### config.mk
export PLATFORM = sky130hd
export DESIGN_NAME = psum_row_ctrl
export DESIGN_NICKNAME = d
export VERILOG_FILES = /design/src/rtl/psum_row_ctrl_pkg.sv /design/src/rtl/psum_row_gen.sv /design/src/rtl/psum_row_ctrl.sv
export SDC_FILE = /design/constraint.sdc
export NUM_CORES = 1
export LEC_CHECK = 0
export ABC_AREA = 0
export BUFFER_PORTS_ARGS = -buffer_cell sky130_fd_sc_hd__buf_2
export CAP_MARGIN = 10
export CORE_MARGIN = 3
export CORE_UTILIZATION = 43
export CTS_BUF_LIST = sky130_fd_sc_hd__clkbuf_8 sky130_fd_sc_hd__clkbuf_16
export CTS_CLUSTER_SIZE = 20
export DETAILED_ROUTE_END_ITERATION = 7
export GPL_TIMING_DRIVEN = 0
export PLACE_DENSITY = 0.72
export SYNTH_ARGS = -nofsm -noshare
export SYNTH_HDL_FRONTEND = slang
export SYNTH_HIERARCHICAL = 1
export SYNTH_SLANG_ARGS = --single-unit
### constraint.sdc
create_clock -name clk -period 1 [get_ports clk]
set_clock_uncertainty 0.05 [all_clocks]
set_input_delay 0.15 -clock clk [delete_from_list [all_inputs] [get_ports clk]]
set_output_delay 0.15 -clock clk [all_outputs]
set_load 0.005 [all_outputs]
### src/rtl/psum_row_ctrl_pkg.sv
// Shared definitions for the polar-code partial-sum row controller.
package psum_row_ctrl_pkg;

   // Default code length: n = log2(N), N = 2**n.
   localparam int PSUM_LOG2_N = 2;
   localparam int PSUM_N      = 2 ** PSUM_LOG2_N;

   // Controller phases: waiting for start, accepting bits, one-cycle completion.
   typedef enum logic [1:0] {
      ST_IDLE = 2'd0,
      ST_RUN  = 2'd1,
      ST_DONE = 2'd2
   } psum_state_e;

   // Code length for a given log2 length.
   function automatic int code_len(input int log2_n);
      return 1 << log2_n;
   endfunction

endpackage

### src/rtl/psum_row_gen.sv
// Generator-matrix row walker: starts at row 0 of F^{(x)n} (bit0 only) and
// steps to the next row on each advance. Row i bit j is binom(i,j) mod 2,
// which is exactly Pascal's rule over GF(2): row[j] ^= row[j-1].
module psum_row_gen #(
   parameter int N = 4
) (
   input  logic         clk,
   input  logic         rst_n,
   input  logic         init,
   input  logic         adv,
   output logic [N-1:0] row
);

   localparam logic [N-1:0] ROW_ONE = N'(1);

   logic [N-1:0] row_q;
   logic [N-1:0] row_d;

   // Next row: reinit wins over advance; bit0 of every row is always 1.
   always_comb begin
      row_d = row_q;
      if (init) begin
         row_d = ROW_ONE;
      end else if (adv) begin
         row_d[0] = 1'b1;
         for (int j = 1; j < N; j++) begin
            row_d[j] = row_q[j] ^ row_q[j-1];
         end
      end
   end

   // Row register with synchronous active-low reset back to row 0.
   always_ff @(posedge clk) begin
      if (!rst_n) begin
         row_q <= ROW_ONE;
      end else begin
         row_q <= row_d;
      end
   end

   assign row = row_q;

endmodule

### src/rtl/psum_row_ctrl.sv
// Partial-sum controller for a successive-cancellation polar decoder.
// Accumulates x = u[0..idx-1] * G_N over GF(2) as decoded bits arrive.
//
// Handshake: a bit is accepted on a rising edge where u_valid && u_ready,
// and start is low; u_ready is a registered flag that is high exactly while
// the controller is in RUN. The producer may hold u_valid as long as it likes;
// nothing is consumed unless u_ready is high. start always wins over u_valid,
// so a bit presented together with start is dropped.
module psum_row_ctrl
   import psum_row_ctrl_pkg::*;
#(
   parameter int n = PSUM_LOG2_N
) (
   input  logic             clk,
   input  logic             rst_n,
   input  logic             start,
   input  logic             u_valid,
   input  logic             u_bit,
   output logic             u_ready,
   output logic [2**n-1:0]  row,
   output logic [n-1:0]     idx,
   output logic [2**n-1:0]  psum,
   output logic             psum_vld,
   output logic             busy,
   output logic             done,
   output logic [1:0]       state_dbg
);

   localparam int N = code_len(n);

   localparam logic [n-1:0] IDX_LAST = n'(N - 1);
   localparam logic [n-1:0] IDX_ONE  = n'(1);

   psum_state_e    state_q,    state_d;
   logic [n-1:0]   idx_q,      idx_d;
   logic [N-1:0]   psum_q,     psum_d;
   logic           psum_vld_q, psum_vld_d;
   logic           done_q,     done_d;
   logic           busy_q,     busy_d;
   logic           u_ready_q,  u_ready_d;

   logic           accept;
   logic           row_init;
   logic [N-1:0]   row_w;

   // A bit is consumed only in RUN and never alongside a (re)start.
   assign accept   = (state_q == ST_RUN) && u_valid && !start;
   assign row_init = start;

   psum_row_gen #(
      .N (N)
   ) u_row_gen (
      .clk   (clk),
      .rst_n (rst_n),
      .init  (row_init),
      .adv   (accept),
      .row   (row_w)
   );

   // Next-state, counter, accumulator and registered-output computation.
   always_comb begin
      state_d    = state_q;
      idx_d      = idx_q;
      psum_d     = psum_q;
      psum_vld_d = 1'b0;

      case (state_q)
         ST_IDLE: begin
            if (start) begin
               state_d = ST_RUN;
               idx_d   = '0;
               psum_d  = '0;
            end
         end
         ST_RUN: begin
            if (start) begin
               // Mid-codeword abort: restart cleanly, stay in RUN.
               idx_d  = '0;
               psum_d = '0;
            end else if (u_valid) begin
               psum_d     = psum_q ^ (u_bit ? row_w : '0);
               psum_vld_d = 1'b1;
               if (idx_q == IDX_LAST) begin
                  state_d = ST_DONE;
                  idx_d   = '0;
               end else begin
                  idx_d = idx_q + IDX_ONE;
               end
            end
         end
         ST_DONE: begin
            // Final codeword stays in psum until the next start clears it.
            if (start) begin
               state_d = ST_RUN;
               idx_d   = '0;
               psum_d  = '0;
            end else begin
               state_d = ST_IDLE;
            end
         end
         default: begin
            state_d = ST_IDLE;
         end
      endcase

      busy_d    = (state_d == ST_RUN);
      u_ready_d = (state_d == ST_RUN);
      done_d    = (state_d == ST_DONE);
   end

   // State and registered outputs; reset dominates start and u_valid.
   always_ff @(posedge clk) begin
      if (!rst_n) begin
         state_q    <= ST_IDLE;
         idx_q      <= '0;
         psum_q     <= '0;
         psum_vld_q <= 1'b0;
         done_q     <= 1'b0;
         busy_q     <= 1'b0;
         u_ready_q  <= 1'b0;
      end else begin
         state_q    <= state_d;
         idx_q      <= idx_d;
         psum_q     <= psum_d;
         psum_vld_q <= psum_vld_d;
         done_q     <= done_d;
         busy_q     <= busy_d;
         u_ready_q  <= u_ready_d;
      end
   end

   assign u_ready   = u_ready_q;
   assign row       = row_w;
   assign idx       = idx_q;
   assign psum      = psum_q;
   assign psum_vld  = psum_vld_q;
   assign busy      = busy_q;
   assign done      = done_q;
   assign state_dbg = state_q;

endmodule

==> key figures, run 1 <==
Cells and area
  – Ant diodes: 0
  – Reg area: 300 um2
  – Nets: 106
  – Layout Cells excl Fill: 113
  – Share of cells above drive strength 1: 0.541
  – Finished Core Util: 0.675
  – Fillers: 104
  – Multi-input gate area: 392 um2
  – Synthesis-to-finish area growth: 39.7%

Worst setup path
  – Worst path required time: 1.13 ns
  – Reg2Reg Setup Slack: -0.12 ns
  – RR Startpoint: state_dbg[0]
  – Max incr delay on CP: 0.36 ns
  – Setup crit end kind: flip-flop
  – Worst R2R End: u_row_gen/row[2]
  – Crit-path max FO: 6
  – Worst Reg-to-Reg Cells: 4
  – Worst Setup Start Kind: flip-flop
  – CP delay by family, top: flip-flops
  – Slowest CP cell: dfxtp_4
  – Crit path DAT: 1.25 ns
  – Buf/Inv on CP: 1
  – Critical Setup Path Class: flip-flop to flip-flop
  – Cell breakdown of the critical path: and4bb_1, buf_6, a21bo_1, a21oi_2

Drt
  – WL per Instance: 15.2 um
  – Via count: 623
  – DRC: 0
  – Antenna Nets Post-Route: 0
  – Via density per instance: 5.51
  – Total Routed Length: 1.72 mm
  – Pre-antenna DRT Iters: 4
  – Violation count after the first detailed-route iteration: 16

Global routing
  – Grt total ovfl: 0
  – First-pass GRT wire length: 2.67 mm
  – Initial antenna violation count: 0
  – Largest net degree at the start of global routing: 11
  – Total Routing Usage GR: 0.184
  – Vias in the first global route: 572

Floorplanning
  – FP Rows: 13
  – Initial cell density of the core: 0.483
  – Io pins: 21
  – Core footprint: 1380 um2
  – Die Ht: 45.4 um
  – Area of the die: 2060 um2
  – DIE WIDTH: 45.4 um

Power and ir drop
  – Worst vdd ir: 0.856 mV
  – Logic pwr share: 0.107
  – Clock network fraction of design power: 0.396
  – Net switching power: 0.262 mW
  – Share of power burned in registers: 0.497
  – Internal power: 0.885 mW
  – Switching Share: 0.228
  – Pwr dens: 1230 nW/um2
  – Leak: 0.428 nW
  – Pwr Total: 1.15 mW

Timing
  – Fin. Hold Viols: 0
  – FMAX: 893 MHz
  – Period utilization: 1.12
  – Hold WS: 0.178 ns
  – Final setup vio count: 14
  – Setup slack after layout: -0.120 ns
  – RSZ-0062 raised after global routing: yes
  – Minimum clock period: 1.12 ns
  – Max Transition Viols Final: 0

Clock network
  – Hold_buf cts: 0
  – Clock-pin slew on the worst setup and hold paths: 0.06 ns
  – Worst skew pair latency: 0.24 ns
  – CTS max path bufs: 2
  – H-tree Lvls: 1
  – Clk sink count: 14
  – Root buf cell: clkbuf_8
  – TritonCTS clock tree: built
  – Cts bufs inserted: 3

Yosys
  – Cells after Synth: 73
  – Ys async rst share: 0
  – Largest area contributor in the netlist: dfxtp_1
  – Synth Net Count: 79
  – Avg Synthesized Cell Area: 9.15 um2
  – Most common flop cell mapped by yosys: dfxtp_1
  – Mapped Area: 668 um2
  – Top cell type's share of synthesized area: 0.419
  – Largest cells by area after synthesis: dfxtp_1 (42%), nand3_1 (6.0%), o211ai_1 (5.6%)
  – Synth cell types: 29
  – Number of flops mapped to enable cells by yosys: 0
  – Yosys reg bits: 14
  – Sequential area share after synthesis: 0.419
  – Yosys warning total: 6

Worst hold path
  – Worst min path class: primary input to flip-flop
  – Critical hold path startpoint: rst_n
  – WHS Path Cells: 3
  – Worst hold endpoint: idx[0]

Place
  – I/O Buffers: 18
  – Place WS: -0.156 ns
  – Inst Count DP: 106
  – Routability cong.: 0.716
  – Post-DP HPWL: 955 um

Flow run
  – Max Cap Violations: 0

Outcome
  – Failing checks: negative setup slack
  – Status: complete, but fails checks
metal layers:
layer	global-route usage	wire, um
met1	0.238	735
met4	0.135	29
met5	0	0
met2	0.270	900
met3	0.0316	51
power groups by stage:
stage               combinational, mW  sequential (mW)  clock (mW)
detailed placement             0.0909            0.589           0
global route                    0.134            0.572       0.496
CTS                             0.103            0.576       0.473
finish                          0.123            0.570       0.454
floorplan                      0.0553            0.589           0
global placement               0.0900            0.588           0
sequential cells by signal, indices dropped and copies added (netlist names):
register	flops
psum_vld	1
idx	2
u_row_gen/row	3
state_dbg	2
u_ready	1
done	1
psum	4
metrics by stage:
step                cell area, um2  TNS [ns]
finish                         933     -1.15
floorplan                      674    -0.179
global route                   933     -1.80
global placement               783    -0.899
CTS                            880    -0.848
detailed placement             783    -0.991
layout by cell type (no fill, tap or decap), types with 5 or more instances in the layout:
cell      count
nand3_1       8
nand4_1       5
buf_2        19
dfxtp_1       6
buf_4         5
o211ai_1      5
final cells by class:
| type | instances | share of cell area |
|---|---|---|
| Buffer | 5 | 0.0389 |
| Tap cell | 15 | 0.0201 |
| Inverter | 1 | 0.00402 |
| Sequential cell | 14 | 0.322 |
| Clock buffer | 3 | 0.0442 |
| Timing Repair Buffer | 23 | 0.151 |
| Multi-Input combinational cell | 52 | 0.420 |
how the worst max path moves through the flow:
stage,start,to,slack [ns],depth (start not counted)
6_report,state_dbg[0],u_row_gen/row[2],-0.12,4
5_1_grt,state_dbg[0],idx[0],-0.17,4
4_1_cts,state_dbg[0],u_row_gen/row[3],-0.10,4
3_5_place_dp,state_dbg[0],idx[1],-0.16,3
3_3_place_gp,state_dbg[0],idx[1],-0.14,3
2_1_floorplan,state_dbg[0],u_row_gen/row[3],-0.05,4
cell usage after synthesis (2+ instances only):
cell      count
nor2b_1       4
nor2_1        2
nand4_1       5
nand3b_1      2
o211ai_1      5
dfxtp_1      14
buf_2         3
nor3b_1       2
nand2_1       5
a21oi_1       3
and3_1        2
buf_4         2
nand3_1       8
timing repair:
| item | CTS | global route |
|---|---|---|
| gates cloned | 1 | 0 |
| gates resized for setup | 9 | 13 |
| setup buffers | 3 | 2 |
| setup endpoints to repair | 15 | 20 |
| pin swaps | 1 | 4 |
worst min-delay path, delay by kind of cell:
family                 cells  cell delay (ns)
AOI/OAI and AO/OA          1             0.05
buffers and inverters      1             0.15
and+or+nand+nor            1             0.08
logic make-up (layout without fill, tap and decap cells):
logic type | count (synthesis) | after routing | share of synthesized area
and+or+nand+nor | 35 | 35 | 0.316
AOI/OAI and AO/OA | 14 | 14 | 0.159
DFF | 14 | 14 | 0.419
buffers and inverters | 7 | 32 | 0.0674
adders and majority gates | 1 | 1 | 0.0187
other | 1 | 1 | 0.00561
xor gates and xnor gates | 1 | 1 | 0.0131
Power figures use the tool's default switching activity.
==> inputs of run 2 (changes only) <==
--- a/config.mk
+++ b/config.mk
@@ -10,11 +10,11 @@
 export CAP_MARGIN = 10
 export CORE_MARGIN = 3
 export CORE_UTILIZATION = 43
-export CTS_BUF_LIST = sky130_fd_sc_hd__clkbuf_8 sky130_fd_sc_hd__clkbuf_16
 export CTS_CLUSTER_SIZE = 20
 export DETAILED_ROUTE_END_ITERATION = 7
 export GPL_TIMING_DRIVEN = 0
 export PLACE_DENSITY = 0.72
+export SLEW_MARGIN = 20
 export SYNTH_ARGS = -nofsm -noshare
 export SYNTH_HDL_FRONTEND = slang
 export SYNTH_HIERARCHICAL = 1
==> run 2 against run 1 <==
Net effect: the run still ends with negative setup slack left; worst hold slack got worse by 0.049 ns; maximum frequency rose by 0.28%; critical path depth stayed put; die area stayed put; sequential power barely moved; cell count shrank 0.88%; total power fell by 14%; via count is 4.7% lower; non-clock buffer count down 1; highest routed layer unchanged.
==> key figures, run 2 (synthesized netlist as in run 1, its figures left out) <==
Outcome
  – Status: complete, but fails checks
  – Failing checks: negative setup slack

Place
  – Routability cong.: 0.716 (unchanged)
  – Area after DPL: 783 um2 (unchanged)
  – Post-DP HPWL: 955 um (unchanged)
  – Inst Count DP: 106 (unchanged)
  – I/O Buffers: 18 (unchanged)

Cells and area
  – Leading cell type in the layout, fill and taps excluded: buf_2
  – Share of cells above drive strength 1: 0.526 (-0.0150)
  – Commonest non-fill, non-tap cells in the layout: buf_2 (18), dfxtp_2 (9), nand3_1 (8)
  – Finished Core Util: 0.644 (-0.0308)
  – Nets: 105 (-0.94%)
  – Max reg flops: 4 (unchanged)
  – Fin area: 891 um2 (-4.6%)
  – Layout Cells excl Fill: 112 (-0.88%)
  – Synthesis-to-finish area growth: 33.3%
  – Fillers: 110 (+5.8%)
  – Ant diodes: 0 (unchanged)

Drt
  – Via count: 594 (-4.7%)
  – Via density per instance: 5.30 (-3.8%)
  – Total Routed Length: 1.42 mm (-17%)
  – Antenna Nets Post-Route: 0 (unchanged)
  – WL per Instance: 12.7 um (-17%)
  – DRC: 0 (unchanged)
  – Violation count after the first detailed-route iteration: 6 (-10)
  – Pre-antenna DRT Iters: 4 (unchanged)

Timing
  – Post-Route Setup TNS: -0.958 ns (+0.193 ns)
  – Setup slack after layout: -0.117 ns (+0.00315 ns)
  – Max Transition Viols Final: 0 (unchanged)
  – Fin. Hold Viols: 0 (unchanged)
  – Final setup vio count: 15 (+1)
  – Minimum clock period: 1.12 ns (-0.00315 ns)
  – FMAX: 896 MHz (+0.28%)
  – Period utilization: 1.12 (-0.00315)
  – RSZ-0062 raised after global routing: yes

Floorplanning
  – Die Ht: 45.4 um (unchanged)
  – Io pins: 21 (unchanged)
  – Core footprint: 1380 um2 (unchanged)
  – DIE WIDTH: 45.4 um (unchanged)
  – Initial cell density of the core: 0.483 (unchanged)
  – FP Rows: 13 (unchanged)
  – Area of the die: 2060 um2 (unchanged)

Clock network
  – Cts bufs inserted: 3 (unchanged)
  – Clock-pin slew on the worst setup and hold paths: 0.08 ns (+0.02 ns)
  – Clk sink count: 14 (unchanged)
  – H-tree Lvls: 1 (unchanged)
  – Root buf cell: clkbuf_4
  – TritonCTS clock tree: built
  – CTS max path bufs: 2 (unchanged)
  – Hold_buf cts: 0 (unchanged)
  – Worst skew pair latency: 0.27 ns (+0.03 ns)

Power and ir drop
  – Worst vdd ir: 0.550 mV (-36%)
  – Pwr dens: 1110 nW/um2 (-9.8%)
  – Leak: 0.412 nW (-3.8%)

Worst hold path
  – Worst hold endpoint: idx[1]
  – WHS Path Cells: 3 (unchanged)
  – Worst min path class: primary input to flip-flop
  – Critical hold path startpoint: u_valid

Worst setup path
  – Worst path required time: 1.16 ns (+0.03 ns)
  – Crit-path max FO: 6 (unchanged)
  – Worst R2R End: u_row_gen/row[2]
  – Critical Setup Path Class: flip-flop to flip-flop
  – Reg2Reg Setup Slack: -0.12 ns (about the same)
  – Crit path DAT: 1.28 ns (+0.03 ns)
  – Setup crit end kind: flip-flop
  – Worst Reg-to-Reg Cells: 4 (unchanged)
  – Worst Setup Start Kind: flip-flop
  – RR Startpoint: state_dbg[0]

Global routing
  – Total Routing Usage GR: 0.159 (-0.0244)
  – First-pass GRT wire length: 2.38 mm (-11%)
  – Initial antenna violation count: 0 (unchanged)
  – Grt total ovfl: 0 (unchanged)
  – Vias in the first global route: 556 (-2.8%)
  – Largest net degree at the start of global routing: 11 (unchanged)

Flow run
  – Max Cap Violations: 0 (unchanged)
==> run 2: worst max-delay path: stages, from the launching register on <==
cell,delay [ns]
dfxtp_4,0.37
and4bb_1,0.21
buf_6,0.14
a21bo_1,0.17
a21oi_2,0.12
==> run 2: metrics by stage <==
stage / setup slack (ns) / total power [mW] / hold slack (ns)
2_1_floorplan: -0.0494 / 0.645 / 0.192
3_3_place_gp: -0.141 / 0.678 / 0.400
3_5_place_dp: -0.156 / 0.680 / 0.404
4_1_cts: -0.113 / 1.00 / 0.110
5_1_grt: -0.164 / 1.03 / 0.134
6_report: -0.117 / 0.988 / 0.129
==> run 2: area by class of cell <==
cell class	instances	area [um2]	area share
flip-flops and latches	14	303	0.340
well taps	15	18.8	0.0211
plain buffers	4	28.8	0.0323
multi-input cells	52	374	0.420
inverters	1	3.75	0.00421
repair buffers	23	140	0.157
clock buffers	3	22.5	0.0253
==> run 2: routing by layer <==
metal  vias up  global-route usage  wire, um
li1        312                   -         -
met1       267               0.214       690
met2        13               0.231       659
met3         2              0.0277        57
met4         0               0.105        14
met5         -                   0         0
==> run 2: worst max-delay path by stage <==
| stage | from | to | slack (ns) | cells after the start |
|---|---|---|---|---|
| 2_1_floorplan | state_dbg[0] | u_row_gen/row[3] | -0.05 | 4 |
| 3_3_place_gp | state_dbg[0] | idx[1] | -0.14 | 3 |
| 3_5_place_dp | state_dbg[0] | idx[1] | -0.16 | 3 |
| 4_1_cts | state_dbg[0] | u_row_gen/row[3] | -0.11 | 4 |
| 5_1_grt | state_dbg[0] | u_row_gen/row[2] | -0.16 | 4 |
| 6_report | state_dbg[0] | u_row_gen/row[2] | -0.12 | 4 |
==> run 2: where the power goes <==
part           internal [mW]  switching [mW]  total (mW)
Combinational         0.0492          0.0555       0.105
Sequential             0.562         0.00961       0.571
Clock                  0.139           0.173       0.312
==> run 2: what timing repair did <==
| action | 4_1_cts | 5_1_grt |
|---|---|---|
| pin swaps | 1 | 3 |
| endpoints found under the setup margin | 16 | 23 |
| gates resized for setup | 10 | 11 |
| setup buffers | 2 | 2 |
| cloned | 1 | 0 |
